[src/rtl/elgamal_encrypt_scheduler_if.sv]
// ============================================================================
//  Module   : elgamal_encrypt_scheduler_if
//  Purpose  : Bundles the job stream, the modular-exponentiation engine
//             handshakes, the modular-multiplier handshakes and the ciphertext
//             output stream of the ElGamal encryption scheduler.
//             slave  = scheduler view, master = surrounding system view.
//  Revision : 1.0 - initial release
// ============================================================================
`default_nettype none

interface elgamal_encrypt_scheduler_if #(
  parameter int SIZE = 64
);
  // Host job stream
  logic [SIZE-1:0] job_p;
  logic [SIZE-1:0] job_g;
  logic [SIZE-1:0] job_y;
  logic [SIZE-1:0] job_k;
  logic [SIZE-1:0] job_m;
  logic            job_tvalid;
  logic            job_tready;
  // Modular exponentiation engine
  logic [SIZE-1:0] exp_base;
  logic [SIZE-1:0] exp_power;
  logic [SIZE-1:0] exp_modulus;
  logic            exp_req_tvalid;
  logic            exp_req_tready;
  logic [SIZE-1:0] exp_res_tdata;
  logic            exp_res_tvalid;
  logic            exp_res_tready;
  // Modular multiplier
  logic [SIZE-1:0] mul_a;
  logic [SIZE-1:0] mul_b;
  logic [SIZE-1:0] mul_mod;
  logic            mul_req_tvalid;
  logic            mul_req_tready;
  logic [SIZE-1:0] mul_res_tdata;
  logic            mul_res_tvalid;
  logic            mul_res_tready;
  // Ciphertext output
  logic [SIZE-1:0] c1_tdata;
  logic [SIZE-1:0] c2_tdata;
  logic            out_tvalid;
  logic            out_tready;
  logic            err;

  modport slave (
    input  job_p, job_g, job_y, job_k, job_m, job_tvalid,
    output job_tready,
    output exp_base, exp_power, exp_modulus, exp_req_tvalid,
    input  exp_req_tready, exp_res_tdata, exp_res_tvalid,
    output exp_res_tready,
    output mul_a, mul_b, mul_mod, mul_req_tvalid,
    input  mul_req_tready, mul_res_tdata, mul_res_tvalid,
    output mul_res_tready,
    output c1_tdata, c2_tdata, out_tvalid, err,
    input  out_tready
  );

  modport master (
    output job_p, job_g, job_y, job_k, job_m, job_tvalid,
    input  job_tready,
    input  exp_base, exp_power, exp_modulus, exp_req_tvalid,
    output exp_req_tready, exp_res_tdata, exp_res_tvalid,
    input  exp_res_tready,
    input  mul_a, mul_b, mul_mod, mul_req_tvalid,
    output mul_req_tready, mul_res_tdata, mul_res_tvalid,
    input  mul_res_tready,
    input  c1_tdata, c2_tdata, out_tvalid, err,
    output out_tready
  );
endinterface

`default_nettype wire

[src/rtl/elgamal_encrypt_scheduler.sv]
// ============================================================================
//  Module   : elgamal_encrypt_scheduler
//  Purpose  : Sequences one ElGamal encryption (c1 = g^k mod p,
//             s = y^k mod p, c2 = m*s mod p) over one shared modexp engine
//             and one modular multiplier. One job in flight at a time.
//  Options  : ELGAMAL_SCHED_PERF_EN adds the 32-bit 'cycles' latency port.
//  Revision : 1.0 - initial release
// ============================================================================
`default_nettype none

module elgamal_encrypt_scheduler #(
  parameter int SIZE = 64
) (
  input  wire logic                   clk,
  input  wire logic                   rst,
`ifdef ELGAMAL_SCHED_PERF_EN
  output logic [31:0]                 cycles,
`endif
  elgamal_encrypt_scheduler_if.slave  bus
);

  typedef enum logic [3:0] {
    S_IDLE      = 4'd0,
    S_EXP1_REQ  = 4'd1,
    S_EXP1_WAIT = 4'd2,
    S_EXP2_REQ  = 4'd3,
    S_EXP2_WAIT = 4'd4,
    S_MUL_REQ   = 4'd5,
    S_MUL_WAIT  = 4'd6,
    S_OUT       = 4'd7
  } state_t;

  state_t          r_state;
  state_t          w_next;

  logic [SIZE-1:0] r_p, r_g, r_y, r_k, r_m;
  logic [SIZE-1:0] r_s;
  logic [SIZE-1:0] r_c1, r_c2;
  logic            r_err;

  logic            w_accept;
  logic            w_bad_p;
  logic            w_exp2;

  assign w_accept = (r_state == S_IDLE) && bus.job_tvalid;
  assign w_bad_p  = (bus.job_p < SIZE'(2));
  assign w_exp2   = (r_state == S_EXP2_REQ) || (r_state == S_EXP2_WAIT);

  // Operands come straight from the job latches, so they stay stable while
  // a request waits for ready.
  assign bus.exp_base    = w_exp2 ? r_y : r_g;
  assign bus.exp_power   = r_k;
  assign bus.exp_modulus = r_p;
  assign bus.mul_a       = r_m;
  assign bus.mul_b       = r_s;
  assign bus.mul_mod     = r_p;
  assign bus.c1_tdata    = r_c1;
  assign bus.c2_tdata    = r_c2;
  assign bus.err         = r_err;

  // State register; async reset returns to IDLE and drops every valid at once.
  always_ff @(posedge clk or posedge rst) begin
    if (rst) r_state <= S_IDLE;
    else     r_state <= w_next;
  end

  // Next-state decode and handshake strobes, all derived from the current state.
  always_comb begin
    w_next             = r_state;
    bus.job_tready     = 1'b0;
    bus.exp_req_tvalid = 1'b0;
    bus.exp_res_tready = 1'b0;
    bus.mul_req_tvalid = 1'b0;
    bus.mul_res_tready = 1'b0;
    bus.out_tvalid     = 1'b0;
    case (r_state)
      S_IDLE: begin
        bus.job_tready = 1'b1;
        if (bus.job_tvalid) w_next = w_bad_p ? S_OUT : S_EXP1_REQ;
      end
      S_EXP1_REQ: begin
        bus.exp_req_tvalid = 1'b1;
        if (bus.exp_req_tready) w_next = S_EXP1_WAIT;
      end
      S_EXP1_WAIT: begin
        bus.exp_res_tready = 1'b1;
        if (bus.exp_res_tvalid) w_next = S_EXP2_REQ;
      end
      S_EXP2_REQ: begin
        bus.exp_req_tvalid = 1'b1;
        if (bus.exp_req_tready) w_next = S_EXP2_WAIT;
      end
      S_EXP2_WAIT: begin
        bus.exp_res_tready = 1'b1;
        if (bus.exp_res_tvalid) w_next = S_MUL_REQ;
      end
      S_MUL_REQ: begin
        bus.mul_req_tvalid = 1'b1;
        if (bus.mul_req_tready) w_next = S_MUL_WAIT;
      end
      S_MUL_WAIT: begin
        bus.mul_res_tready = 1'b1;
        if (bus.mul_res_tvalid) w_next = S_OUT;
      end
      S_OUT: begin
        bus.out_tvalid = 1'b1;
        if (bus.out_tready) w_next = S_IDLE;
      end
      default: w_next = S_IDLE;
    endcase
  end

  // Job latches and result capture; results are taken only inside their WAIT state.
  always_ff @(posedge clk or posedge rst) begin
    if (rst) begin
      r_p   <= '0;
      r_g   <= '0;
      r_y   <= '0;
      r_k   <= '0;
      r_m   <= '0;
      r_s   <= '0;
      r_c1  <= '0;
      r_c2  <= '0;
      r_err <= 1'b0;
    end else begin
      case (r_state)
        S_IDLE: begin
          if (bus.job_tvalid) begin
            r_p   <= bus.job_p;
            r_g   <= bus.job_g;
            r_y   <= bus.job_y;
            r_k   <= bus.job_k;
            r_m   <= bus.job_m;
            r_c1  <= '0;
            r_c2  <= '0;
            r_err <= w_bad_p;
          end
        end
        S_EXP1_WAIT: if (bus.exp_res_tvalid) r_c1 <= bus.exp_res_tdata;
        S_EXP2_WAIT: if (bus.exp_res_tvalid) r_s  <= bus.exp_res_tdata;
        S_MUL_WAIT:  if (bus.mul_res_tvalid) r_c2 <= bus.mul_res_tdata;
        S_OUT:       if (bus.out_tready)     r_err <= 1'b0;
        default: ;
      endcase
    end
  end

`ifdef ELGAMAL_SCHED_PERF_EN
  logic [31:0] r_cycles;
  logic        w_busy;

  assign w_busy = (r_state != S_IDLE) && (r_state != S_OUT);
  assign cycles = r_cycles;

  // Latency counter: the cycle entered on accept counts as 1, then one per
  // busy cycle, so it reads the number of cycles up to and including OUT entry.
  always_ff @(posedge clk or posedge rst) begin
    if (rst)                             r_cycles <= '0;
    else if (w_accept)                   r_cycles <= 32'd1;
    else if (w_busy && (r_cycles != '1)) r_cycles <= r_cycles + 32'd1;
  end
`else
  logic w_unused_accept;
  assign w_unused_accept = w_accept;
`endif

endmodule

`default_nettype wire

[src/flat_wrapper.sv]
// flat-port wrapper written by rule: the top's interface ports become plain ports
module elgamal_encrypt_scheduler_flat 
#(
  parameter int SIZE = 64
)
  (clk, rst, bus_job_p, bus_job_g, bus_job_y, bus_job_k, bus_job_m, bus_job_tvalid, bus_job_tready, bus_exp_base, bus_exp_power, bus_exp_modulus, bus_exp_req_tvalid, bus_exp_req_tready, bus_exp_res_tdata, bus_exp_res_tvalid, bus_exp_res_tready, bus_mul_a, bus_mul_b, bus_mul_mod, bus_mul_req_tvalid, bus_mul_req_tready, bus_mul_res_tdata, bus_mul_res_tvalid, bus_mul_res_tready, bus_c1_tdata, bus_c2_tdata, bus_out_tvalid, bus_err, bus_out_tready);
  elgamal_encrypt_scheduler_if #(.SIZE(SIZE)) bus_i ();
  input  wire logic clk;
  input  wire logic rst;
  input wire logic [$bits(bus_i.job_p)-1:0] bus_job_p;
  input wire logic [$bits(bus_i.job_g)-1:0] bus_job_g;
  input wire logic [$bits(bus_i.job_y)-1:0] bus_job_y;
  input wire logic [$bits(bus_i.job_k)-1:0] bus_job_k;
  input wire logic [$bits(bus_i.job_m)-1:0] bus_job_m;
  input wire logic [$bits(bus_i.job_tvalid)-1:0] bus_job_tvalid;
  output wire logic [$bits(bus_i.job_tready)-1:0] bus_job_tready;
  output wire logic [$bits(bus_i.exp_base)-1:0] bus_exp_base;
  output wire logic [$bits(bus_i.exp_power)-1:0] bus_exp_power;
  output wire logic [$bits(bus_i.exp_modulus)-1:0] bus_exp_modulus;
  output wire logic [$bits(bus_i.exp_req_tvalid)-1:0] bus_exp_req_tvalid;
  input wire logic [$bits(bus_i.exp_req_tready)-1:0] bus_exp_req_tready;
  input wire logic [$bits(bus_i.exp_res_tdata)-1:0] bus_exp_res_tdata;
  input wire logic [$bits(bus_i.exp_res_tvalid)-1:0] bus_exp_res_tvalid;
  output wire logic [$bits(bus_i.exp_res_tready)-1:0] bus_exp_res_tready;
  output wire logic [$bits(bus_i.mul_a)-1:0] bus_mul_a;
  output wire logic [$bits(bus_i.mul_b)-1:0] bus_mul_b;
  output wire logic [$bits(bus_i.mul_mod)-1:0] bus_mul_mod;
  output wire logic [$bits(bus_i.mul_req_tvalid)-1:0] bus_mul_req_tvalid;
  input wire logic [$bits(bus_i.mul_req_tready)-1:0] bus_mul_req_tready;
  input wire logic [$bits(bus_i.mul_res_tdata)-1:0] bus_mul_res_tdata;
  input wire logic [$bits(bus_i.mul_res_tvalid)-1:0] bus_mul_res_tvalid;
  output wire logic [$bits(bus_i.mul_res_tready)-1:0] bus_mul_res_tready;
  output wire logic [$bits(bus_i.c1_tdata)-1:0] bus_c1_tdata;
  output wire logic [$bits(bus_i.c2_tdata)-1:0] bus_c2_tdata;
  output wire logic [$bits(bus_i.out_tvalid)-1:0] bus_out_tvalid;
  output wire logic [$bits(bus_i.err)-1:0] bus_err;
  input wire logic [$bits(bus_i.out_tready)-1:0] bus_out_tready;
  assign bus_i.job_p = bus_job_p;
  assign bus_i.job_g = bus_job_g;
  assign bus_i.job_y = bus_job_y;
  assign bus_i.job_k = bus_job_k;
  assign bus_i.job_m = bus_job_m;
  assign bus_i.job_tvalid = bus_job_tvalid;
  assign bus_job_tready = bus_i.job_tready;
  assign bus_exp_base = bus_i.exp_base;
  assign bus_exp_power = bus_i.exp_power;
  assign bus_exp_modulus = bus_i.exp_modulus;
  assign bus_exp_req_tvalid = bus_i.exp_req_tvalid;
  assign bus_i.exp_req_tready = bus_exp_req_tready;
  assign bus_i.exp_res_tdata = bus_exp_res_tdata;
  assign bus_i.exp_res_tvalid = bus_exp_res_tvalid;
  assign bus_exp_res_tready = bus_i.exp_res_tready;
  assign bus_mul_a = bus_i.mul_a;
  assign bus_mul_b = bus_i.mul_b;
  assign bus_mul_mod = bus_i.mul_mod;
  assign bus_mul_req_tvalid = bus_i.mul_req_tvalid;
  assign bus_i.mul_req_tready = bus_mul_req_tready;
  assign bus_i.mul_res_tdata = bus_mul_res_tdata;
  assign bus_i.mul_res_tvalid = bus_mul_res_tvalid;
  assign bus_mul_res_tready = bus_i.mul_res_tready;
  assign bus_c1_tdata = bus_i.c1_tdata;
  assign bus_c2_tdata = bus_i.c2_tdata;
  assign bus_out_tvalid = bus_i.out_tvalid;
  assign bus_err = bus_i.err;
  assign bus_i.out_tready = bus_out_tready;
  elgamal_encrypt_scheduler #(.SIZE(SIZE)) u_core (.clk(clk), .rst(rst), .bus(bus_i));
endmodule
[config.mk]
export PLATFORM = sky130hd
export DESIGN_NAME = elgamal_encrypt_scheduler_flat
export DESIGN_NICKNAME = d
export VERILOG_FILES = /design/src/rtl/elgamal_encrypt_scheduler_if.sv /design/src/rtl/elgamal_encrypt_scheduler.sv /design/src/flat_wrapper.sv
export SDC_FILE = /design/constraint.sdc
export NUM_CORES = 1
export LEC_CHECK = 0
export ABC_AREA = 1
export BUFFER_PORTS_ARGS = -buffer_cell sky130_fd_sc_hd__buf_2
export CELL_PAD_IN_SITES_DETAIL_PLACEMENT = 1
export CELL_PAD_IN_SITES_GLOBAL_PLACEMENT = 1
export CORE_AREA = 2 2 382 384
export CTS_CLUSTER_DIAMETER = 40
export CTS_CLUSTER_SIZE = 20
export DETAILED_ROUTE_END_ITERATION = 16
export DIE_AREA = 0 0 384 386
export PLACE_DENSITY_LB_ADDON = 0.12
export SYNTH_ARGS = -nofsm -noshare
export SYNTH_HDL_FRONTEND = slang
export SYNTH_SLANG_ARGS = --single-unit
[constraint.sdc]
create_clock -name clk -period 20.6 [get_ports clk]
set_input_delay 2.06 -clock clk [delete_from_list [all_inputs] [get_ports clk]]
set_output_delay 2.06 -clock clk [all_outputs]
set_load 0.005 [all_outputs]
**Yosys cells after proc, flatten, opt, wreduce, memory -nomap -nowiden**

Index checks and enable logic that the tools add are counted.

- Memories: 0
- Bits in latches: 0
- Input port bits: 456
- Memory bits (read-only): 0
- Register bits after elaboration: 517
- Logic and storage cells: 64
- Output and inout bits: 519
- RAM bits: 0

- Divide/modulo/power cells: 0
- $mul: 0
- Magnitude comparators: 1
- Reduce and logical (&&, ||, !) cells: 13
- Mux-type cells: 25
- Bitwise logic cells: 0
- Add/sub/neg operators: 0
- Shift operators: 0
- Eq/ne operators: 15

Operator list:

| cell | number |
|---|---|
| $mux 64 | 4 |
| $pmux 64 s2 | 2 |
| $lt 64x2->1 const B | 1 |
| $mux 4 | 8 |
| $pmux 4 s8 | 1 |
| $eq 4x3->1 const B | 4 |
| $ne 2x2->1 const B | 8 |
| $reduce_and 3->1 | 3 |
| $eq 4x2->1 const B | 2 |
| $mux 1 | 8 |
| $reduce_and 8->1 | 1 |
| $reduce_bool 2->1 | 3 |
| $eq 4x1->1 const B | 1 |
| $logic_not 4->1 | 1 |
| $reduce_and 2->1 | 2 |
| $reduce_or 2->1 | 2 |
| $mux 3 | 1 |
| $pmux 1 s2 | 1 |
| $logic_or 1x1->1 | 1 |

**Longest topological paths before layout**

Gate-level depths: netlist of run 1.

- Depth after elaboration: 4
- Depth in mapped cells: 10
- Mapped depth without buffers: 9

**Worst setup path before layout of run 1**

No wires, ideal clock.

- Path kind: register -> output
- Start point: register u_core.r_state[0]
- End point: output port bus_exp_base[13]
- Arrival: 1,320 ps
- Cell stages (with the launch flop): 7
- Data required time: 18,540 ps
- Path buffers: 2
- Slack: 17,220 ps
- Path through: dfrtp_1 -> nor2_2 -> nand2_2 -> o21ai_1 -> buf_2 -> clkbuf_1 -> o21ai_0

- Longest elaborated chain between the ends: 3
- Elaborated cells on any way between the ends: 4
- Classes of those cells: 2 x eq/ne; 1 x mux; 1 x reduce/logical

RTL lines:

| item | RTL line | source |
|---|---|---|
| from (decl) | elgamal_encrypt_scheduler.sv:33 | `state_t r_state;` |
| from (signal assigned) | elgamal_encrypt_scheduler.sv:64 | `else r_state <= w_next;` |
| $eq 4x2->1 / $eq 4x3->1 (equally long branches) | elgamal_encrypt_scheduler.sv:47 | `assign w_exp2 = (r_state == S_EXP2_REQ) \|\| (r_state == S_EXP2_WAIT);` |
| $logic_or 1x1->1 (*) | elgamal_encrypt_scheduler.sv:47 |  |
| $mux 64 (*) | elgamal_encrypt_scheduler.sv:51 | `assign bus.exp_base = w_exp2 ? r_y : r_g;` |
| to (decl) | flat_wrapper.sv:17 | `output wire logic [$bits(bus_i.exp_base)-1:0] bus_exp_base;` |

Mark *: on every way between the ends. The rest lies on a longest branch, timed or not.

**Worst setup path in the final report of run 1**

- Start point: register u_core.r_state[0]
- End point: output port bus_exp_base[54]

The elaborated chain is that of the path after synthesis.

==> results_dict.tcl, run 1 <==
set metrics [dict create \
    run_status "finished clean" \
    synth.yosys.warnings 0 \
    multiInputGateArea_mm2 0.006705 \
    num-nets-final 3765 \
    grt_setup_unrepaired "no" \
    port_buffers 974 \
    ys_types 23 \
    initial_cell_density_of_the_core_pct 14.77 \
    numPlacedInstances 5083 \
    grt_start_max_net_pins 184 \
    place.gp.congestion 0.7854 \
    drt-vias-per-instance 3.698 \
    clkTransAtPathRegs_ns 0.04 \
    worst_clock_skew_ns 0.07103 \
    maxCapViolCount 0 \
    setup.worst_path.end_class "output port" \
    ant_nets 0 \
    fill_cells 17060 \
    proportion_of_layout_cells_with_a_drive_suffix_above_1_pct 37.93 \
    routed_wire_length_per_instance_um 20.73 \
    worst_setup_path_start_kind "flip-flop" \
    cts-root-to-sink-buffers 3 \
    tns_ns 0 \
    number_of_antenna_violations_at_the_first_check_in_global_routing 54 \
    critical_path_required_ns 18.54 \
    grt_first_pass_wirelength_um 156900 \
    fin_crit_ns 5.337 \
    num_vias 19790 \
    postSynthNetCount 2829 \
    final_max_slew_viol_count 0 \
    drtPass1Iterations 4 \
    cts-root-buf "sky130_fd_sc_hd__clkbuf_16" \
    synth_sequential_area_ratio_pct 60.51 \
    total_wire_length_after_detailed_routing_um 110900 \
    detailedRoute.firstIterationViolations 809 \
    clock_sink_count 516 \
    path_class "flip-flop to output port" \
    fp-row-count 140 \
    die_width_um 384 \
    drt_drc_violations_left 0 \
    placeableCoreArea_mm2 0.1445 \
    final-instance-count-excl-fill 5352 \
    cts_tree "done" \
    syn_avg_cell_area_um2 8.992 \
    grt_remaining_overflow 0 \
    area_delta_synth_final_pct 53.12 \
    netlist_area_mm2 0.02134 \
    worstSkewPairLatency_ns 0.77 \
    tightest_slew_ns 1.037 \
    cts_resized 0 \
    place.detailed.hpwl_um 81080 \
    cts_hold_buf 0 \
    critical_path_arrival_ns 3.28 \
    ff_latch_area_mm2 0.01291 \
    report.final.hold_viol_count 0 \
    die_area_mm2 0.1482 \
    min_period_over_period_pct 25.91 \
    power_density_over_the_cells_mw_per_mm2 178.2 \
    first_global_vias 21470 \
    die_h_um 386 \
    report.final.setup_viol 0 \
    ios 975 \
    cellLeakagePower_uw 0.01731 \
    vdd_ir_drop_max_mv 0.08091 \
    fmax_mhz 187.4 \
    numCtsBuffers 141 \
    post-cts-setup-buffers 0 \
    largest_fanout_of_any_net_on_the_critical_path 87 \
    cts.htree.levels 4 \
    synth_seq_cells 516 \
    grt_util_all_layers_pct 14.69 \
    relSlewSlack_pct 30.90 \
    worstHoldPathType "flip-flop to flip-flop" \
    postSynthCellCount 2373 \
]
kinds of logic (layout without fill, tap and decap cells):
kind of cell | Yosys count | count (layout) | synth area share (%)
AND/OR/NAND/NOR | 1245 | 1245 | 23.17
flip-flops | 516 | 516 | 60.51
buffers and inverters | 348 | 1397 | 8.192
AO/OA/AOI/OAI | 200 | 200 | 4.744
multiplexers | 64 | 64 | 3.378
other | 0 | 13 | 0
power breakdown:
part / leakage (µW) / internal (µW) / total, µW / switching (µW)
registers: 0.00654 / 1490 / 1790 / 301
clock network: 0.00245 / 1560 / 2290 / 727
logic: 0.00832 / 681 / 1740 / 1060
synth_stat cells (all sizes together):
library cell  instances  share of area, %
inv                 146               2.6
o21ai               197               4.6
nand2               999                18
nand3               196               4.6
nor2                 48              0.90
nor3                  1             0.023
buf                 172               5.1
mux2                 64               3.4
nand4                 1             0.029
a21oi                 3              0.12
dfrtp               516                61
clkbuf               30              0.55
metrics by stage:
stage / hold slack [ns] / power, µW / util [%] / instance area [µm²] / setup slack [ns]
detailed placement: 0.4595 / 3615 / 19.12 / 27640 / 15.94
global route: 0.4790 / 6259 / 22.60 / 32660 / 14.84
CTS: 0.4719 / 5980 / 22.59 / 32640 / 15.09
floorplan: 0.4492 / 2621 / - / 21340 / 4.127
global placement: 0.4597 / 3617 / 19.12 / 27640 / 15.95
finish: 0.4684 / 5822 / 22.61 / 32670 / 15.26
cell usage in the layout, fill, tap and decap left out, drive strengths merged:
| cell | instances |
|---|---|
| nor2 | 48 |
| nand3 | 196 |
| nand4 | 1 |
| clkinv | 40 |
| bufinv | 15 |
| clkbuf | 197 |
| mux2 | 64 |
| clkinvlp | 2 |
| buf | 995 |
| inv | 148 |
| a21oi | 3 |
| nand2 | 999 |
| o21ai | 197 |
| dfrtp | 516 |
| nor3 | 1 |
| diode | 13 |
layout make-up:
cell class / instances / share of cell area (%)
sequential: 516 / 39.52
multi-input combinational: 1509 / 20.52
timing repair buffer: 995 / 15.48
clock buffer: 197 / 12.43
tap: 1917 / 7.341
clock inverter: 59 / 2.884
inverter: 146 / 1.723
antenna: 13 / 0.09957
flip-flops by register name, indices dropped and copies added (netlist names):
register	cells
u_core.bus.err	1
u_core.bus.c1_tdata	64
u_core.bus.mul_b	64
u_core.bus.exp_power	64
u_core.r_state	3
u_core.bus.mul_a	64
u_core.bus.c2_tdata	64
u_core.bus.exp_modulus	64
u_core.r_g	64
u_core.r_y	64
critical path, stage by stage, from the launching register on:
cell	delay (ns)
sky130_fd_sc_hd__dfrtp_1	0.44
sky130_fd_sc_hd__nor2_2	0.19
sky130_fd_sc_hd__nand2_2	0.14
sky130_fd_sc_hd__o21ai_4	0.08
sky130_fd_sc_hd__buf_4	0.40
sky130_fd_sc_hd__buf_4	0.71
sky130_fd_sc_hd__nand2_1	0.13
sky130_fd_sc_hd__o21ai_0	0.13
sky130_fd_sc_hd__buf_2	0.18
worst paths after layout:
path / to / cells past startpoint / from / slack, ns
setup / recovery: bus_exp_base[54] / 8 / u_core.r_state[0] / 15.26
hold / removal: u_core.bus.mul_a[53] / 2 / u_core.bus.mul_a[53] / 0.47
setup reg to reg: u_core.bus.exp_modulus[32] / 8 / u_core.r_state[0] / 17.28
hold reg to reg: u_core.bus.mul_a[53] / 2 / u_core.bus.mul_a[53] / 0.47
max in group asynchronous: u_core.bus.mul_a[35] / 4 / rst / 16.99
min in group asynchronous: u_core.bus.mul_a[21] / 2 / rst / 1.42
routing by layer:
metal	wire [µm]	track usage (%)	vias up
li1	-	-	9296
met1	42840	16.24	9488
met2	54460	24.81	719
met3	9353	5.912	247
met4	3941	6.260	40
met5	341	0.4873	-
Power figures use the tool's default switching activity.
==> run 2, diff against run 1 <==
- ABC_AREA: 1 -> 0
- CORE_AREA: 2 2 382 384 -> 2 2 377 379
- DIE_AREA: 0 0 384 386 -> 0 0 379 381
- clock period: 20.6 -> 5.2 ns (I/O delays scaled with it)
==> results_dict.tcl, run 2 <==
set metrics [dict create \
    worst_clock_skew_ns 0.03653 \
    layout.cells.most_common "sky130_fd_sc_hd__nand2_1" \
    synth_edf_count 0 \
    fmax_mhz 258.3 \
    ios 975 \
    worstHoldPathType "input port to flip-flop" \
    synthFlopType "sky130_fd_sc_hd__dfrtp_1" \
    synth_seq_cells 516 \
    synth.largest_area_cell "sky130_fd_sc_hd__dfrtp_1" \
    first_global_vias 22400 \
    relSlewSlack_pct 34.16 \
    critical_path.cell_chain "nand2b_1 > mux2i_4 > buf_4 > buf_4 > mux2_2 > buf_2" \
    syn_avg_cell_area_um2 9.858 \
    postSynthNetCount 2563 \
    synthTopCellsByArea "sky130_fd_sc_hd__dfrtp_1 (62%), sky130_fd_sc_hd__nand2_1 (20%), sky130_fd_sc_hd__mux2_2 (5.9%)" \
    grt_util_all_layers_pct 14.10 \
    mostFrequentLayoutCells "sky130_fd_sc_hd__nand2_1 (1091), sky130_fd_sc_hd__buf_2 (974), sky130_fd_sc_hd__dfrtp_1 (516)" \
    grt_start_max_net_pins 137 \
    hold-path-cell-count 3 \
    postSynthCellCount 2107 \
    number_of_antenna_violations_at_the_first_check_in_global_routing 20 \
    slowest_cell_on_the_critical_path "sky130_fd_sc_hd__dfrtp_1" \
    total_wire_length_after_detailed_routing_um 103900 \
    worstSkewPairLatency_ns 0.72 \
    num_vias 20130 \
    routed_wire_length_per_instance_um 18.82 \
    numPlacedInstances 4815 \
    port_buffers 974 \
    netlist_area_mm2 0.02077 \
    worst_setup_path_start_kind "flip-flop" \
    post-layout-total-power_uw 22560 \
    fin_crit_ns 3.872 \
    cts_tree "done" \
    clkTransAtPathRegs_ns 0.04 \
    ys_async_sr_fraction_pct 100.0 \
    timing.critical_path.max_delay_family "buffers and inverters" \
    num-nets-final 3959 \
    ys_top_cells_by_count "sky130_fd_sc_hd__nand2_1 (1092), sky130_fd_sc_hd__dfrtp_1 (516), sky130_fd_sc_hd__mux2_2 (108)" \
    synth.yosys.warnings 0 \
    final_core_util_pct 26.13 \
    cts.htree.levels 4 \
    grt_remaining_overflow 0 \
    run_status "finished clean" \
    cts-root-buf "sky130_fd_sc_hd__clkbuf_16" \
    fill_cells 16430 \
    timing.critical_path.mode_cell "sky130_fd_sc_hd__buf_4" \
    cellLeakagePower_uw 0.01901 \
    worst_path_largest_cell_delay_ns 0.67 \
    report.final.setup_viol 0 \
    initial_cell_density_of_the_core_pct 14.78 \
    fp-row-count 138 \
    final_max_slew_viol_count 0 \
    min_period_over_period_pct 74.47 \
    critical_path_arrival_ns 3.35 \
    final-instance-count-excl-fill 5519 \
    die_h_um 381 \
    path_class "flip-flop to output port" \
    place.detailed.hpwl_um 75220 \
    ant_nets 0 \
    cts_resized 0 \
    die_width_um 379 \
    place.gp.congestion 0.7675 \
    numCtsBuffers 139 \
    proportion_of_layout_cells_with_a_drive_suffix_above_1_pct 37.66 \
    placeableCoreArea_mm2 0.1406 \
    cts-root-to-sink-buffers 3 \
    drtPass1Iterations 4 \
    reg2reg_depth 5 \
    ys_types 32 \
    power_density_over_the_cells_mw_per_mm2 614.5 \
    report.final.hold_viol_count 0 \
    area_delta_synth_final_pct 76.81 \
    largest_fanout_of_any_net_on_the_critical_path 41 \
    setup.worst_path.end_class "output port" \
    drt-vias-per-instance 3.647 \
    worstSetupPathDepth 6 \
    critical_path_required_ns 4.68 \
    grt_first_pass_wirelength_um 151800 \
    synth_sequential_area_ratio_pct 62.17 \
    clock_sink_count 516 \
    drt_drc_violations_left 0 \
    yosysTopAreaCellShare_pct 62.17 \
    cp_num_buf_inv 3 \
    die_area_mm2 0.1444 \
    vdd_ir_drop_max_mv 0.2456 \
    synthMostInstantiatedCell "sky130_fd_sc_hd__nand2_1" \
    detailedRoute.firstIterationViolations 796 \
    tightest_slew_ns 0.9786 \
    grt_setup_unrepaired "no" \
    maxCapViolCount 0 \
]
## run 2: cells by family after synthesis
kind of cell / count (synthesis) / share of synthesized area, %
compound gates: 139 / 4.566
xor+xnor: 1 / 0.04218
buf+inv: 188 / 4.982
flops: 516 / 62.17
mux: 134 / 7.289
simple gates: 1129 / 20.95
## run 2: what timing repair did
action / in CTS / in global routing
endpoints found under the hold margin: 494 / 0
buffers inserted: 0 / 0
hold buffers: 437 / 0
## run 2: final timing paths
check / from / endpoint / slack [ns]
max: u_core.r_state[2] / bus_exp_base[17] / 1.33
min: bus_job_k[45] / u_core.bus.exp_power[45] / 0.06
max reg2reg: u_core.r_state[0] / u_core.bus.c2_tdata[53] / 2.52
min reg2reg: u_core.bus.exp_power[14] / u_core.bus.exp_power[14] / 0.46
max in group asynchronous: rst / u_core.r_g[34] / 3.29
min in group asynchronous: rst / u_core.bus.exp_modulus[63] / 0.48
## run 2: routing by layer
layer | GRT usage, % | part of all wire (%) | vias up
li1 | - | - | 9511
met1 | 16.09 | 40 | 9690
met2 | 23.44 | 48 | 735
met3 | 6.392 | 10 | 184
met4 | 4.225 | 2.3 | 10
met5 | 0 | 0.054 | -
## run 2: stage by stage
| step | setup TNS, ns | setup WS [ns] | instance area (µm²) | hold slack (ns) |
|---|---|---|---|---|
| CTS | 0 | 1.224 | 36690 | 0.0008974 |
| global placement | 0 | 2.060 | 27320 | 0.4553 |
| detailed placement | 0 | 2.021 | 27320 | 0.4565 |
| finish | 0 | 1.328 | 36720 | 0.06375 |
| global route | 0 | 1.088 | 36720 | 0.01104 |
| floorplan | -1201.39 | -2.328 | 20770 | 0.4385 |
## run 2: worst min-delay path: stages
cell and delay, ns:
sky130_fd_sc_hd__buf_2 0.11, sky130_fd_sc_hd__nand2_1 0.05, sky130_fd_sc_hd__nand2_1 0.05
## run 2: cell type report
class                           count  area [µm²]  share of cell area (%)
Sequential cell                   516       12910                   35.16
Timing Repair Buffer             1440        9554                   26.02
Multi-Input combinational cell   1403        6844                   18.64
Clock buffer                      184        3960                   10.78
Tap cell                         1890        2365                   6.440
Clock inverter                     71        1042                   2.838
Antenna cell                       12       30.03                 0.08177
Inverter                            3       15.01                 0.04089
## run 2: power breakdown
part	leakage [µW]	switching (µW)	total (µW)	internal (µW)
sequential	0.00649	1250	7070	5820
combinational	0.0101	3400	6410	3010
clock	0.00245	2840	9080	6250
total	0.0190	7490	22600	15100
